**config.mk**
```make
export PLATFORM = sky130hd
export DESIGN_NAME = pulse_decoder_3to8
export DESIGN_NICKNAME = d
export VERILOG_FILES = /design/src/rtl/pulse_decoder_3to8.sv
export SDC_FILE = /design/constraint.sdc
export NUM_CORES = 1
export LEC_CHECK = 0
export CORE_ASPECT_RATIO = 1.75
export CORE_MARGIN = 10
export CORE_UTILIZATION = 56
export CTS_CLUSTER_SIZE = 25
export DETAILED_ROUTE_END_ITERATION = 7
export GPL_TIMING_DRIVEN = 0
export PLACE_DENSITY = 0.82
export SLEW_MARGIN = 20
export SYNTH_ARGS = -nofsm -noshare
export SYNTH_HDL_FRONTEND = slang
export SYNTH_SLANG_ARGS = --single-unit
```
**constraint.sdc**
```tcl
create_clock -name clk -period 2.3 [get_ports clk]
set_input_delay 0.46 -clock clk [delete_from_list [all_inputs] [get_ports clk]]
set_output_delay 0.46 -clock clk [all_outputs]
set_load 0.01 [all_outputs]
```
**src/rtl/pulse_decoder_3to8.sv**
```systemverilog
// Sequential 3:8 decoder: shows each accepted code as a one-hot pulse for
// HOLD_CYCLES cycles, with a GAP_CYCLES all-zero break and a one-entry pending buffer.
module pulse_decoder_3to8 #(
    parameter int unsigned HOLD_CYCLES = 4,
    parameter int unsigned GAP_CYCLES  = 1
) (
    input  logic       clk,
    input  logic       rst_n,
    input  logic       in_valid,
    output logic       in_ready,
    input  logic [2:0] I,
    input  logic       abort,
    output logic [7:0] Y,
    output logic       y_valid,
    output logic [2:0] y_code,
    output logic       busy
);

    typedef enum logic [1:0] {
        ST_IDLE = 2'd0,
        ST_HOLD = 2'd1,
        ST_GAP  = 2'd2
    } state_t;

    localparam logic [7:0] HOLD_LOAD = 8'(HOLD_CYCLES - 1);
    localparam logic [7:0] GAP_LOAD  = 8'(GAP_CYCLES - 1);

    function automatic logic [7:0] onehot(input logic [2:0] code);
        onehot = 8'b0000_0001 << code;
    endfunction

    state_t     state_q, state_d;
    logic [7:0] cnt_q, cnt_d;
    logic       pend_full_q, pend_full_d;
    logic [2:0] pend_code_q, pend_code_d;
    logic [7:0] y_q, y_d;
    logic       y_valid_q, y_valid_d;
    logic [2:0] y_code_q, y_code_d;
    logic       accept_s;

    // Handshake: full buffer or a flush in progress blocks new codes.
    always_comb begin
        if (abort) begin
            in_ready = 1'b0;
        end else if (state_q == ST_IDLE) begin
            in_ready = 1'b1;
        end else begin
            in_ready = !pend_full_q;
        end
    end

    assign accept_s = in_valid && in_ready;

    // Next-state logic for the pulse sequencer and pending buffer.
    always_comb begin
        state_d     = state_q;
        cnt_d       = cnt_q;
        pend_full_d = pend_full_q;
        pend_code_d = pend_code_q;
        y_d         = y_q;
        y_valid_d   = y_valid_q;
        y_code_d    = y_code_q;

        if (abort) begin
            state_d     = ST_IDLE;
            cnt_d       = 8'd0;
            pend_full_d = 1'b0;
            pend_code_d = 3'd0;
            y_d         = 8'h00;
            y_valid_d   = 1'b0;
            y_code_d    = 3'd0;
        end else begin
            case (state_q)
                ST_IDLE: begin
                    if (accept_s) begin
                        state_d   = ST_HOLD;
                        cnt_d     = HOLD_LOAD;
                        y_d       = onehot(I);
                        y_valid_d = 1'b1;
                        y_code_d  = I;
                    end else begin
                        state_d = ST_IDLE;
                    end
                end
                ST_HOLD: begin
                    if (accept_s) begin
                        pend_full_d = 1'b1;
                        pend_code_d = I;
                    end else begin
                        pend_full_d = pend_full_q;
                    end
                    if (cnt_q == 8'd0) begin
                        state_d   = ST_GAP;
                        cnt_d     = GAP_LOAD;
                        y_d       = 8'h00;
                        y_valid_d = 1'b0;
                        y_code_d  = 3'd0;
                    end else begin
                        cnt_d = cnt_q - 8'd1;
                    end
                end
                ST_GAP: begin
                    // Pending code wins over a bypass; in_ready is low then anyway.
                    if (cnt_q == 8'd0) begin
                        if (pend_full_q) begin
                            state_d     = ST_HOLD;
                            cnt_d       = HOLD_LOAD;
                            y_d         = onehot(pend_code_q);
                            y_valid_d   = 1'b1;
                            y_code_d    = pend_code_q;
                            pend_full_d = 1'b0;
                        end else if (accept_s) begin
                            state_d   = ST_HOLD;
                            cnt_d     = HOLD_LOAD;
                            y_d       = onehot(I);
                            y_valid_d = 1'b1;
                            y_code_d  = I;
                        end else begin
                            state_d = ST_IDLE;
                        end
                    end else begin
                        cnt_d = cnt_q - 8'd1;
                        if (accept_s) begin
                            pend_full_d = 1'b1;
                            pend_code_d = I;
                        end else begin
                            pend_full_d = pend_full_q;
                        end
                    end
                end
                default: begin
                    state_d     = ST_IDLE;
                    cnt_d       = 8'd0;
                    pend_full_d = 1'b0;
                    pend_code_d = 3'd0;
                    y_d         = 8'h00;
                    y_valid_d   = 1'b0;
                    y_code_d    = 3'd0;
                end
            endcase
        end
    end

    // State, counter, buffer and output registers.
    always_ff @(posedge clk or negedge rst_n) begin
        if (!rst_n) begin
            state_q     <= ST_IDLE;
            cnt_q       <= 8'd0;
            pend_full_q <= 1'b0;
            pend_code_q <= 3'd0;
            y_q         <= 8'h00;
            y_valid_q   <= 1'b0;
            y_code_q    <= 3'd0;
        end else begin
            state_q     <= state_d;
            cnt_q       <= cnt_d;
            pend_full_q <= pend_full_d;
            pend_code_q <= pend_code_d;
            y_q         <= y_d;
            y_valid_q   <= y_valid_d;
            y_code_q    <= y_code_d;
        end
    end

    assign Y       = y_q;
    assign y_valid = y_valid_q;
    assign y_code  = y_code_q;
    assign busy    = (state_q != ST_IDLE) || pend_full_q;

endmodule

```
==> impl_metrics.ini <==
[run_status]
status = complete, no violations

[floorplan]
die-area_mm2 = 0.00604
die_w_um = 63.2
core_area_mm2 = 0.00314
die_h_um = 95.6
ios = 21
start_util_pct = 58.2
num_rows = 27

[setup_path]
path_buf_inv = 4
cp-start-kind = input pin
r2r_slack_ps = 220
cpPeakStageDelay_ps = 490
crit_path_max_fanout = 10
timing.rr.start = state_q[1]
worstPathRequired_ps = 1840
crit-reg2reg-capture = cnt_q[1]
worstSetupEndpointType = primary output
crit_type = in2out
critPathTopFamily = buffers and inverters
worst_r2r_path_depth = 6
arrival_ps = 1750
path_cells = clkdlybuf4s50_1 -> buf_2 -> buf_4 -> nor2_1 -> dlygate4sd2_1
cp_slowest_cell = clkdlybuf4s50_1

[sta]
finalCriticalPeriod_ps = 2210
finalHoldViolations = 0
setup_viol = 0
max-slew-margin-rel_pct = 45.2
finalCritPeriodShare_pct = 96.2
max_freq_mhz = 452
fin_skew_ps = 4.82
fin_setup_tns_ps = 0
worstMarginPinSlew_ps = 816
drv_slew = 0
rsz0062_at_grt = no

[cells_and_area]
instances_no_fill = 274
nFillCells = 260
regArea_um2 = 651
fin_nets = 247
diodes = 0
layout_commonest_cell = dfrtp_1
drive_gt1_share_pct = 11.7
mostFrequentLayoutCells = dfrtp_1, o21ai_0, clkdlybuf4s50_1
multiInputGateArea_mm2 = 0.00107
area_growth_pct = 17.0

[synthesis]
muxShareOfSynthArea_pct = 2.19
syn_area_mm2 = 0.00183
synth-simple-area-share_pct = 24.3
async_reset_ff_share_pct = 100
syn_nets = 221
synth_seq_cells = 26
ys.flop_type = dfrtp_1
synth_top_family_by_area = compound AO/OA/AOI/OAI gates
syn_area_per_cell_um2 = 8.83
ys_seq_area_share_pct = 35.6
synth_compound_area_share_pct = 26.8
synthAdderAreaFrac_pct = 4.79
yosysWarnings = 0
synth_edf_count = 0
synth_cell_types = 55
synthCells = 207
synth_xor_area_share_pct = 0

[global_routing]
grt_pass1_vias = 1744
grt_pass1_wl_um = 8490
antenna_found_initial = 0
grt.total_usage_pct = 17.1
grt_max_degree = 27
globalRouteOverflowTotal = 0

[pwr]
switching_share_pct = 48.5
vdd_drop_max_v = 0.000809
power.total_w = 0.00232
p_comb_share_pct = 60.1
p_leak_nw = 0.941
pwr-share-seq_pct = 28.5
p_clk_share_pct = 11.4
p_sw_w = 0.00113
power_density_mw_per_mm2 = 1090
intPower_w = 0.00120

[hold_path]
hold_path.class = in2async

[clock_tree]
cts_buffer_depth = 2
clk_pin_slew_ps = 90
cts_htree_levels = 1
clock_latency_ps = 280
cts_buffers = 3
hold_buffers = 0
cts_root_buf = clkbuf_8
clock_sinks = 26
cts_tree = done

[route]
routedWlPerCell_um = 19.1
drt_iter0_drc = 136
drt_wl_total_um = 5240
vias = 1874
dr.pass1.iters = 5
ant_nets = 0
vias_per_cell = 6.84
drcViolationCount = 0

[place]
dp.cells = 269
gp_congestion = 0.943
port_buffers = 19
hpwl_um = 3900

[job]
drv_cap = 0
[how the worst max path moves through the flow]
stage             start       end  slack, ps  cells after the start
2_1_floorplan  cnt_q[0]  cnt_q[6]        520                      6
3_3_place_gp      abort  in_ready       -330                      5
3_5_place_dp      abort  in_ready       -360                      5
4_1_cts        cnt_q[0]      Y[2]         90                      6
5_1_grt           abort  in_ready         30                      5
6_report          abort  in_ready         90                      5
[repair_timing]
item	CTS	global route
gates resized for setup	6	2
setup endpoints to repair	2	2
hold endpoints to repair	0	0
buffers inserted	2	0
[final cells by class]
cell class | count | area share, %
Timing Repair Buffer | 21 | 9.24
Buffer | 13 | 3.98
Multi-Input combinational cell | 158 | 50.2
Inverter | 10 | 1.75
Tap cell | 43 | 2.51
Sequential cell | 26 | 30.4
Clock buffer | 3 | 1.93
[synthesized netlist by cell type, drive strengths merged (3+ instances only)]
cell,instances,area share [%]
o21ai,19,5.2
a21oi,8,2.4
ha,7,4.8
inv,10,2.1
a211o,3,1.4
nor4,8,3.6
nor2b,4,1.4
and3,6,2.1
a32oi,4,1.9
dfrtp,26,36
nand4,7,2.4
clkbuf,4,0.82
nand2,14,2.9
buf,9,3.4
a211oi,4,1.6
nand3b,3,1.2
nor3,7,1.9
nor2,12,2.6
a22o,3,1.4
mux2i,4,2.2
a22oi,3,1.2
o211ai,3,1.2
nand3,5,1.4
nor3b,4,1.9
o22ai,3,1.0
[stage by stage]
step / util [%] / instance area, um^2 / hold WS, ps / setup slack, ps
after floorplan: - / 1830 / 164 / 522
after global placement: 65.9 / 2070 / 487 / -326
after detailed placement: 65.8 / 2070 / 497 / -362
after CTS: 67.7 / 2130 / 202 / 88.5
after global routing: 68.1 / 2140 / 216 / 31.9
final: 68.1 / 2140 / 187 / 87.4
[state kept, by name, summed over array words and instances, names as in the netlist]
register and cells:
Y 8, y_valid 1, state_q 2, pend_code_q 3
pend_full_q 1, y_code 3, cnt_q 8
[cell families after synthesis]
logic type / count (synthesis)
buffers and inverters: 23
AO/OA/AOI/OAI: 69
adder cells (fa/ha/maj): 7
AND/OR/NAND/NOR: 78
multiplexers: 4
flip-flops: 26
[power by group through the flow]
stage          logic (W)  clock network [W]  registers [W]
5_1_grt          0.00151           0.000279       0.000672
2_1_floorplan   0.000901                  0       0.000664
6_report         0.00140           0.000266       0.000662
4_1_cts          0.00134           0.000262       0.000655
3_3_place_gp     0.00128                  0       0.000665
3_5_place_dp     0.00131                  0       0.000672
[per-layer routing]
metal | vias to the layer above | share of wire [%] | GRT usage [%]
met4 | 0 | 3.9 | 8.42
met2 | 112 | 52 | 32.4
met3 | 23 | 7.5 | 3.52
met1 | 892 | 37 | 17.3
li1 | 847 | - | -
met5 | - | 0 | 0
[worst register-to-register path: stages (launching register included)]
cell and delay (ps):
dfrtp_1 390, buf_4 140, ha_1 240, nor2_1 160, nor3_1 650, o311ai_0 280
o211ai_1 140
(Power assumes the default switching activity.)
